[config.mk]
export PLATFORM = sky130hd
export DESIGN_NAME = xadc_temp_averager
export DESIGN_NICKNAME = d
export VERILOG_FILES = /design/src/rtl/xadc_temp_averager.sv
export SDC_FILE = /design/constraint.sdc
export NUM_CORES = 1
export LEC_CHECK = 0
export ABC_AREA = 1
export BUFFER_PORTS_ARGS = -buffer_cell sky130_fd_sc_hd__buf_4
export CORE_ASPECT_RATIO = 1.4
export CORE_UTILIZATION = 45
export DETAILED_ROUTE_END_ITERATION = 8
export PLACE_DENSITY = 0.74
export SLEW_MARGIN = 40
export SYNTH_ARGS = -nofsm -noshare
export SYNTH_HDL_FRONTEND = slang
export SYNTH_SLANG_ARGS = --single-unit
[constraint.sdc]
create_clock -name clk -period 17.6 [get_ports clk]
set_clock_uncertainty 0.05 [all_clocks]
set_input_delay 0.88 -clock clk [delete_from_list [all_inputs] [get_ports clk]]
set_output_delay 0.88 -clock clk [all_outputs]
set_load 0.01 [all_outputs]
[src/rtl/xadc_temp_averager.sv]
// Block-averages qualified XADC conversions and converts the average to a display value:
// raw counts, tenths of degC or tenths of degF for a 10 mV/degC sensor with a 500 mV offset.
module xadc_temp_averager #(
    parameter logic [4:0] CHANNEL  = 5'h15,
    parameter int         AVG_LOG2 = 4
) (
    input  logic        clk,
    input  logic        reset,
    input  logic        eoc_in,
    input  logic [4:0]  channel_in,
    input  logic [15:0] adc_data_in,
    input  logic [1:0]  unit_sel,
    output logic [11:0] avg_raw,
    output logic [15:0] value_out,
    output logic        value_valid
);

    localparam int ACC_W = 12 + AVG_LOG2;
    localparam int CNT_W = (AVG_LOG2 > 0) ? AVG_LOG2 : 1;
    localparam int LAST  = (1 << AVG_LOG2) - 1;

    typedef enum logic [2:0] {S_ACCUM, S_MV, S_CEL, S_FAR, S_OUT} state_t;

    // avg * 1000 / 4096, truncating; 0..999 mV for a full-scale 1 V input
    function automatic logic [9:0] to_mv(input logic [11:0] a);
        logic [21:0] p;
        p = 22'(a) * 22'd1000;
        return p[21:12];
    endfunction

    function automatic logic signed [15:0] to_cel(input logic [9:0] mv);
        return $signed({6'b0, mv}) - 16'sd500;
    endfunction

    // Signed division truncates toward zero, matching the reference conversion
    function automatic logic signed [15:0] to_far(input logic signed [15:0] c);
        logic signed [15:0] t;
        t = c * 16'sd9;
        return (t / 16'sd5) + 16'sd320;
    endfunction

    logic [ACC_W-1:0]   acc_q, acc_d, sum;
    logic [CNT_W-1:0]   cnt_q, cnt_d;
    logic [11:0]        sample;
    logic               accept, block_end;
    logic               unused_nib;

    state_t             state_q;
    logic [11:0]        avg_p0_q;
    logic [9:0]         mv_p1_q;
    logic signed [15:0] cel_p2_q;
    logic signed [15:0] far_p3_q;
    logic [11:0]        avg_raw_q;
    logic [15:0]        value_q;
    logic               valid_q;

    assign unused_nib = ^adc_data_in[3:0];

    always_comb begin
        sample    = adc_data_in[15:4];
        accept    = eoc_in && (channel_in == CHANNEL);
        sum       = acc_q + ACC_W'(sample);
        block_end = accept && (cnt_q == CNT_W'(LAST));
        acc_d     = acc_q;
        cnt_d     = cnt_q;
        if (block_end) begin
            acc_d = '0;
            cnt_d = '0;
        end else if (accept) begin
            acc_d = sum;
            cnt_d = cnt_q + 1'b1;
        end
    end

    always_ff @(posedge clk) begin
        if (reset) begin
            acc_q     <= '0;
            cnt_q     <= '0;
            state_q   <= S_ACCUM;
            avg_raw_q <= '0;
            value_q   <= '0;
            valid_q   <= 1'b0;
        end else begin
            acc_q   <= acc_d;
            cnt_q   <= cnt_d;
            valid_q <= 1'b0;
            case (state_q)
                // p0: latch block average; a block ending outside ACCUM is dropped
                S_ACCUM: begin
                    if (block_end) begin
                        avg_p0_q <= 12'(sum >> AVG_LOG2);
                        state_q  <= S_MV;
                    end
                end
                // p1: millivolts
                S_MV: begin
                    mv_p1_q <= to_mv(avg_p0_q);
                    state_q <= S_CEL;
                end
                // p2: tenths of degC
                S_CEL: begin
                    cel_p2_q <= to_cel(mv_p1_q);
                    state_q  <= S_FAR;
                end
                // p3: tenths of degF
                S_FAR: begin
                    far_p3_q <= to_far(cel_p2_q);
                    state_q  <= S_OUT;
                end
                // Output: unit_sel is sampled only here
                S_OUT: begin
                    case (unit_sel)
                        2'b01:   value_q <= cel_p2_q;
                        2'b10:   value_q <= far_p3_q;
                        default: value_q <= {4'b0, avg_p0_q};
                    endcase
                    avg_raw_q <= avg_p0_q;
                    valid_q   <= 1'b1;
                    state_q   <= S_ACCUM;
                end
                default: state_q <= S_ACCUM;
            endcase
        end
    end

    assign avg_raw     = avg_raw_q;
    assign value_out   = value_q;
    assign value_valid = valid_q;

endmodule

==> metrics.cfg, run 1 <==
[floorplan]
ios = 55
rows = 61
core_area_mm2 = 0.0198
dieArea_mm2 = 0.0207
start_util = 0.457
die_x_um = 122
die_h_um = 170

[critical_path]
critPathMaxStageDelay_ns = 0.47
startpoint_type = flop
cp.arrival_ns = 9.00
crit_path_frequent_cell = nand2_2
crit_required_ns = 17.70
slowest_stage = edfxtp_1
worstSetupPathType = flop to flop
end_kind = flop
cp_max_fo = 9

[logic_synthesis]
yosysMostFrequentCell = nand2_1
netlist_top_cells_count = nand2_1 (241), inv_1 (143), nand3_1 (86), ha_1 (84), nor2_1 (77)
synthCells = 1146
synthTopCellsByArea = edfxtp_1 (16%), ha_1 (12%), dfxtp_1 (12%)
yosysTopAreaCellShare = 0.163
async_flop_share = 0
synth_top_cell_by_area = edfxtp_1
ys_warn_count = 0
ys.flop_type = dfxtp_1
syn_area_mm2 = 0.00904
avgSynthCellArea_um2 = 7.89
synth_edf_count = 49
synth_seq_area_share = 0.278
ys_ff_latch = 101
synthDistinctLibCells = 51
syn-num-nets = 1295

[final_layout]
final_util = 0.504
syn_to_final_growth_pct = 10.3
layout.cells.non_filler = 1448
stdcell_area_mm2 = 0.00997
fin_nets = 1340
diodes = 0
drive_gt1_frac = 0.180

[power_and_ir_drop]
power_density_mw_per_mm2 = 46.0
p_leak_nw = 4.87
intPower_mw = 0.352
clkPwrFrac = 0.425
power_frac_comb = 0.041
switching_share = 0.232
seqPwrFrac = 0.535
switchingPower_mw = 0.106
vdd_drop_max_v = 0.0000609

[worst_hold_path]
hp-class = flop to flop

[clock_tree]
cts_setup_buffers = 0
post_cts_resized = 0
cts_tree = yes
cts_root_buf = clkbuf_16
htree_levels = 3
clockBufferDepth = 2
clk_pin_slew_worst_paths_ns = 0.07
clk_latency_ns = 0.35
cts_sinks = 101
numCtsBuffers = 9
cts.hold.buffers_added = 0

[job]
drv_cap = 0

[drt]
postRouteWirelength_um = 19100
vias_per_cell = 5.18
via_count = 7496
ant_nets = 0
drcViolationCount = 0
wl_per_cell_um = 13.2
drtPass1Iterations = 5
drtIter0Drc = 465

[placement]
placed_area_mm2 = 0.00967
gp_congestion = 0.904
dp_cells = 1432
detailedPlace.worstSlack_ns = 8.76
dp_hpwl_um = 15500
io_buffers = 50

[global_routing]
use_met3 = 0.0276
antenna_found_initial = 0
grt_usage = 0.193
use_met1 = 0.212
grt_first_pass_wirelength_um = 31800
grt_overflow = 0
grt_pass1_vias = 7071
grt_max_degree = 39
use_met2 = 0.357
busiest_layer = met2

[sta]
final-max-slew-violation-count = 0
timing.final.crit_share = 0.506
tightest_slew_ns = 0.695
hold_violations = 0
setup_viol = 0
fmax_mhz = 112
fin_ws_ns = 8.70
tns_ns = 0
relSlewSlack = 0.535
min_period_ns = 8.90
rsz0062_at_grt = no

[status]
outcome = finished clean

==> power groups by stage <==
stage	combinational (mW)	sequential [mW]	clock [mW]
4_1_cts	0.0187	0.245	0.196
3_5_place_dp	0.0185	0.250	0
5_1_grt	0.0211	0.245	0.207
3_3_place_gp	0.0182	0.250	0
6_report	0.0187	0.245	0.195
2_1_floorplan	0.0115	0.250	0
==> registers in the layout (all words and copies together), names as in the netlist, 4 cells and up <==
signal and flops:
avg_p0_q 12, acc_q 16, cnt_q 4, avg_raw 12
mv_p1_q 10, cel_p2_q 11, value_out 16, far_p3_q 16
==> path summary, 6_finish.rpt <==
check / cells past startpoint / slack (ns) / endpoint / startpoint
worst max-delay path: 76 / 8.70 / far_p3_q[14] / cel_p2_q[1]
worst min-delay path: 0 / 0.37 / cel_p2_q[0] / mv_p1_q[0]
worst max register to register: 76 / 8.70 / far_p3_q[14] / cel_p2_q[1]
worst min register to register: 0 / 0.37 / cel_p2_q[0] / mv_p1_q[0]
==> cell families after synthesis <==
kind of cell	after synthesis	synth area share
fa+ha+maj	123	0.203
xor+xnor	52	0.0504
flops	101	0.278
compound gates	137	0.0865
buf+inv	196	0.0836
simple gates	536	0.298
mux	1	0.00111
==> critical path, delay by kind of cell, from the launching register on <==
| family | cells | cell delay, ns |
|---|---|---|
| AOI/OAI and AO/OA | 2 | 0.46 |
| adders and majority gates | 5 | 1.44 |
| buffers and inverters | 10 | 0.68 |
| DFF | 1 | 0.47 |
| and+or+nand+nor | 59 | 5.59 |
==> layout by cell type (no fill, tap or decap), types with 4 or more instances in the layout <==
cell,instances
dfxtp_1,52
xnor2_1,18
nor4_1,4
nand2_2,54
edfxtp_1,49
fa_1,39
nand3_2,19
o21ai_0,38
xor2_1,34
clkbuf_16,9
nand3_1,86
a21oi_1,63
ha_1,84
a22oi_1,4
nand4_1,14
nor2_2,6
a22o_1,6
nand2_1,241
nand2_4,20
o211ai_1,8
inv_2,29
nor2_1,74
buf_4,53
nor2_4,4
inv_1,143
==> layer usage <==
metal / routed length (um) / vias up
li1: - / 3819
met1: 7640 / 3537
met2: 10200 / 107
met3: 494 / 33
met4: 785 / 0
met5: 0 / -
==> stage by stage <==
step           power, mW  hold slack [ns]
2_1_floorplan      0.262            0.350
3_3_place_gp       0.269            0.353
3_5_place_dp       0.269            0.356
4_1_cts            0.460            0.372
5_1_grt            0.473            0.379
6_report           0.458            0.370
==> layout make-up <==
| cell class | count | area (um2) |
|---|---|---|
| Multi-Input combinational cell | 849 | 5780 |
| Clock buffer | 9 | 225 |
| Sequential cell | 101 | 2510 |
| Tap cell | 252 | 315 |
| Clock inverter | 7 | 67.6 |
| Inverter | 177 | 669 |
| Fill cell | 1901 | 9800 |
| Timing Repair Buffer | 53 | 398 |
Power figures use the tool's default switching activity.
==> run 2: changes to the inputs <==
==> constraint.sdc (replaced) <==
create_clock -name clk -period 8.8 [get_ports clk]
set_clock_uncertainty 0.05 [all_clocks]
set_input_delay 0.44 -clock clk [delete_from_list [all_inputs] [get_ports clk]]
set_output_delay 0.44 -clock clk [all_outputs]
set_load 0.01 [all_outputs]
==> metrics.cfg, run 2 (synthesized netlist as in run 1, its figures left out) <==
[critical_path]
worstSetupPathType = flop to flop
end_kind = flop
crit_path_frequent_cell = nand2_4
slowest_stage = fa_2
cp_num_buf_inv = 12
r2r_setup_slack_ns = 0.44
startpoint_type = flop
cp.arrival_ns = 8.42
crit_required_ns = 8.86
critPathMaxStageDelay_ns = 0.46
cp_max_fo = 7
cp_top_family = simple AND/OR/NAND/NOR gates

[worst_hold_path]
hp-class = flop to flop

[drt]
drtPass1Iterations = 5
postRouteWirelength_um = 20300
drtIter0Drc = 345
drt-met1-wl_um = 7720
drcViolationCount = 0
wl_met3_um = 505
vias_per_cell = 5.18
top_layer = met4
via_count = 7764
met2_length_um = 11000
ant_nets = 0
wl_per_cell_um = 13.5

[power_and_ir_drop]
p_total_mw = 0.922
p_leak_nw = 5.21
vdd_drop_max_v = 0.000120
power_density_mw_per_mm2 = 84.8

[sta]
timing.final.crit_share = 0.949
setup_viol = 0
min_period_ns = 8.36
final-max-slew-violation-count = 0
tightest_slew_ns = 0.716
whs_ns = 0.372
fmax_mhz = 120
relSlewSlack = 0.521
hold_violations = 0

[floorplan]
core_area_mm2 = 0.0198
die_h_um = 170
start_util = 0.457
ios = 55
dieArea_mm2 = 0.0207
rows = 61
die_x_um = 122

[final_layout]
fillCellCount = 1771
multi_input_area_mm2 = 0.00627
diodes = 0
syn_to_final_growth_pct = 20.3
fin_nets = 1392
final_common_cell = nand2_1
layout_common_cells = nand2_1 (221), inv_1 (137), buf_4 (104)
drive_gt1_frac = 0.263
seq_area_mm2 = 0.00251

[clock_tree]
clk_pin_slew_worst_paths_ns = 0.08
cts_sinks = 101
cts_root_buf = clkbuf_16
clk_latency_ns = 0.36
cts_tree = yes
clockBufferDepth = 2
htree_levels = 3
numCtsBuffers = 9

[status]
outcome = finished clean

[global_routing]
grt_pass1_vias = 7096
grt_usage = 0.189
grt_max_degree = 39
grt_first_pass_wirelength_um = 31200
grt_overflow = 0
antenna_found_initial = 0

[placement]
dp_hpwl_um = 15200
gp_congestion = 0.906
io_buffers = 50

[job]
drv_cap = 0

run 2: area by class of cell:
type	count	share of cell area
timing repair buffer	105	0.0728
clock inverter	7	0.00748
tap	252	0.0290
sequential	101	0.231
clock buffer	9	0.0207
inverter	177	0.0626
multi-input combinational	849	0.576
run 2: what timing repair did:
action,in CTS,in global routing
hold buffers,0,0
gates cloned,0,0
setup endpoints to repair,1,16
pin swaps,0,66
setup buffers,1,46
resized for setup,0,111
run 2: path summary, 6_finish.rpt:
| kind | end | depth (start not counted) | from |
|---|---|---|---|
| worst max register to register | far_p3_q[12] | 84 | cel_p2_q[4] |
| worst min-delay path | cel_p2_q[0] | 0 | mv_p1_q[0] |
| worst max-delay path | far_p3_q[12] | 84 | cel_p2_q[4] |
| worst min register to register | cel_p2_q[0] | 0 | mv_p1_q[0] |
run 2: metal layers:
metal | up-vias | GRT usage
met4 | 0 | 0.0934
met1 | 3631 | 0.197
met3 | 61 | 0.0245
li1 | 3934 | -
met2 | 138 | 0.364
met5 | - | 0
run 2: report_power, final:
| part | internal, mW | total [mW] | switching, mW |
|---|---|---|---|
| registers | 0.489 | 0.490 | 0.000524 |
| logic | 0.0155 | 0.0374 | 0.0219 |
| clock network | 0.202 | 0.394 | 0.192 |
run 2: per-stage QoR:
stage	instance area (um2)	instances	TNS [ns]	utilization	setup slack (ns)
floorplan	9040	1146	0	-	1.07
finish	10900	1500	0	0.550	0.445
CTS	10000	1454	0	0.507	0.0384
global placement	9710	1437	0	0.491	0.164
global route	10900	1500	-1.37	0.550	-0.210
detailed placement	9710	1437	0	0.491	0.0244
==> run 3: changes to the inputs <==
--- a/config.mk
+++ b/config.mk
@@ -5,7 +5,7 @@
 export SDC_FILE = /design/constraint.sdc
 export NUM_CORES = 1
 export LEC_CHECK = 0
-export ABC_AREA = 1
+export ABC_AREA = 0
 export BUFFER_PORTS_ARGS = -buffer_cell sky130_fd_sc_hd__buf_4
 export CORE_ASPECT_RATIO = 1.4
 export CORE_UTILIZATION = 45
==> metrics.cfg, run 3 <==
[global_routing]
antenna_found_initial = 0
grt_max_degree = 34
grt_overflow = 0
grt_usage = 0.213
grt_first_pass_wirelength_um = 37800
grt_pass1_vias = 7956

[drt]
vias_per_cell = 6.00
postRouteWirelength_um = 23400
drtIter0Drc = 464
drcViolationCount = 0
via_count = 8340
drtPass1Iterations = 7
wl_per_cell_um = 16.8
ant_nets = 0

[placement]
detailedPlace.worstSlack_ns = 0.0530
gp_congestion = 0.906
io_buffers = 50
dp_hpwl_um = 17900

[final_layout]
final_common_cell = nand2_1
multi_input_area_mm2 = 0.00678
diodes = 0
final_util = 0.527
seq_area_mm2 = 0.00251
fin_nets = 1279
drive_gt1_frac = 0.171
fillCellCount = 1848
syn_to_final_growth_pct = 14.6
layout_common_cells = nand2_1 (115), buf_4 (102), ha_1 (83)

[clock_tree]
cts_tree = yes
cts_sinks = 101
cts_root_buf = clkbuf_16
clockBufferDepth = 2
htree_levels = 3
clk_latency_ns = 0.35
numCtsBuffers = 9
clk_pin_slew_worst_paths_ns = 0.07
cts.hold.buffers_added = 0

[logic_synthesis]
syn_area_mm2 = 0.00945
ys_ff_latch = 101
netlist_top_cells_count = nand2_1 (116), ha_1 (84), nor2_1 (82), a21oi_1 (78), dfxtp_1 (52)
synth_top_cell_by_area = edfxtp_1
yosysTopAreaCellShare = 0.156
synthDistinctLibCells = 97
synthCells = 1067
yosysMostFrequentCell = nand2_1
synth_seq_area_share = 0.266
avgSynthCellArea_um2 = 8.86
ys_warn_count = 0
synth_edf_count = 49
syn-num-nets = 1216
async_flop_share = 0
ys.flop_type = dfxtp_1
synthTopCellsByArea = edfxtp_1 (16%), ha_1 (11%), dfxtp_1 (11%)

[power_and_ir_drop]
switching_share = 0.219
p_leak_nw = 4.31
switchingPower_mw = 0.204
intPower_mw = 0.728
power_density_mw_per_mm2 = 86.0
clkPwrFrac = 0.435
seqPwrFrac = 0.525
vdd_drop_max_v = 0.000123
power_frac_comb = 0.041

[worst_hold_path]
hp-class = flop to flop

[sta]
tightest_slew_ns = 0.811
hold_violations = 0
final-max-slew-violation-count = 0
setup_viol = 0
fmax_mhz = 120
whs_ns = 0.363
fin_ws_ns = 0.459
relSlewSlack = 0.456
timing.final.crit_share = 0.948
min_period_ns = 8.34

[floorplan]
ios = 55
dieArea_mm2 = 0.0216
die_h_um = 173
start_util = 0.460
core_area_mm2 = 0.0206
die_x_um = 124
rows = 62

[critical_path]
crit_path_frequent_cell = ha_1
worstSetupPathType = flop to flop
critPathMaxStageDelay_ns = 0.62
end_kind = flop
cp.arrival_ns = 8.39
startpoint_type = flop
cp_max_fo = 10
slowest_stage = or4_4
crit_required_ns = 8.85

[status]
outcome = finished clean

[job]
drv_cap = 0

==> run 3: kinds of logic after synthesis <==
family          Yosys count  share of synthesized area
mux                       7                    0.00755
buf+inv                  91                     0.0380
fa+ha+maj               123                      0.194
xor+xnor                 70                     0.0665
compound gates          313                      0.240
simple gates            362                      0.188
flops                   101                      0.266
==> run 3: final timing paths <==
check | start | to | slack [ns] | cells after the start
worst min register to register | mv_p1_q[0] | cel_p2_q[0] | 0.36 | 0
worst max register to register | cel_p2_q[4] | far_p3_q[12] | 0.46 | 30
worst min-delay path | mv_p1_q[0] | cel_p2_q[0] | 0.36 | 0
worst max-delay path | cel_p2_q[4] | far_p3_q[12] | 0.46 | 30
==> run 3: layer usage <==
| metal | routed length (um) | global-route usage |
|---|---|---|
| met2 | 12500 | 0.401 |
| met3 | 704 | 0.0302 |
| met1 | 9760 | 0.246 |
| met4 | 473 | 0.0602 |
| met5 | 0 | 0 |
==> run 3: worst max-delay path: cells and delay by family, from the launching register on <==
family	cells	cell delay (ns)
compound gates	12	2.95
xor+xnor	2	0.30
flops	1	0.43
fa+ha+maj	4	1.17
simple gates	12	3.17
==> run 3: what timing repair did <==
action / CTS / global route
endpoints found under the setup margin: 0 / 13
setup buffers: 0 / 7
resized for setup: 0 / 39
==> run 3: layout make-up <==
| cell class | instances | area share |
|---|---|---|
| clock buffer | 10 | 0.0211 |
| clock inverter | 6 | 0.00647 |
| inverter | 41 | 0.0142 |
| multi-input combinational | 875 | 0.626 |
| sequential | 101 | 0.232 |
| tap | 256 | 0.0296 |
| timing repair buffer | 102 | 0.0707 |
==> run 3: power groups by stage <==
stage	registers, mW	clock network [mW]	logic (mW)
floorplan	0.500	0	0.0222
global placement	0.500	0	0.0371
detailed placement	0.500	0	0.0378
CTS	0.489	0.412	0.0380
global route	0.489	0.427	0.0420
finish	0.489	0.405	0.0379
==> run 3: through the flow <==
stage | TNS, ns | cells | power [mW] | instance area (um2)
6_report | 0 | 1391 | 0.932 | 10800
2_1_floorplan | 0 | 1067 | 0.522 | 9450
5_1_grt | -0.0368 | 1391 | 0.958 | 10800
3_5_place_dp | 0 | 1368 | 0.538 | 10300
4_1_cts | 0 | 1384 | 0.939 | 10600
3_3_place_gp | 0 | 1368 | 0.537 | 10300
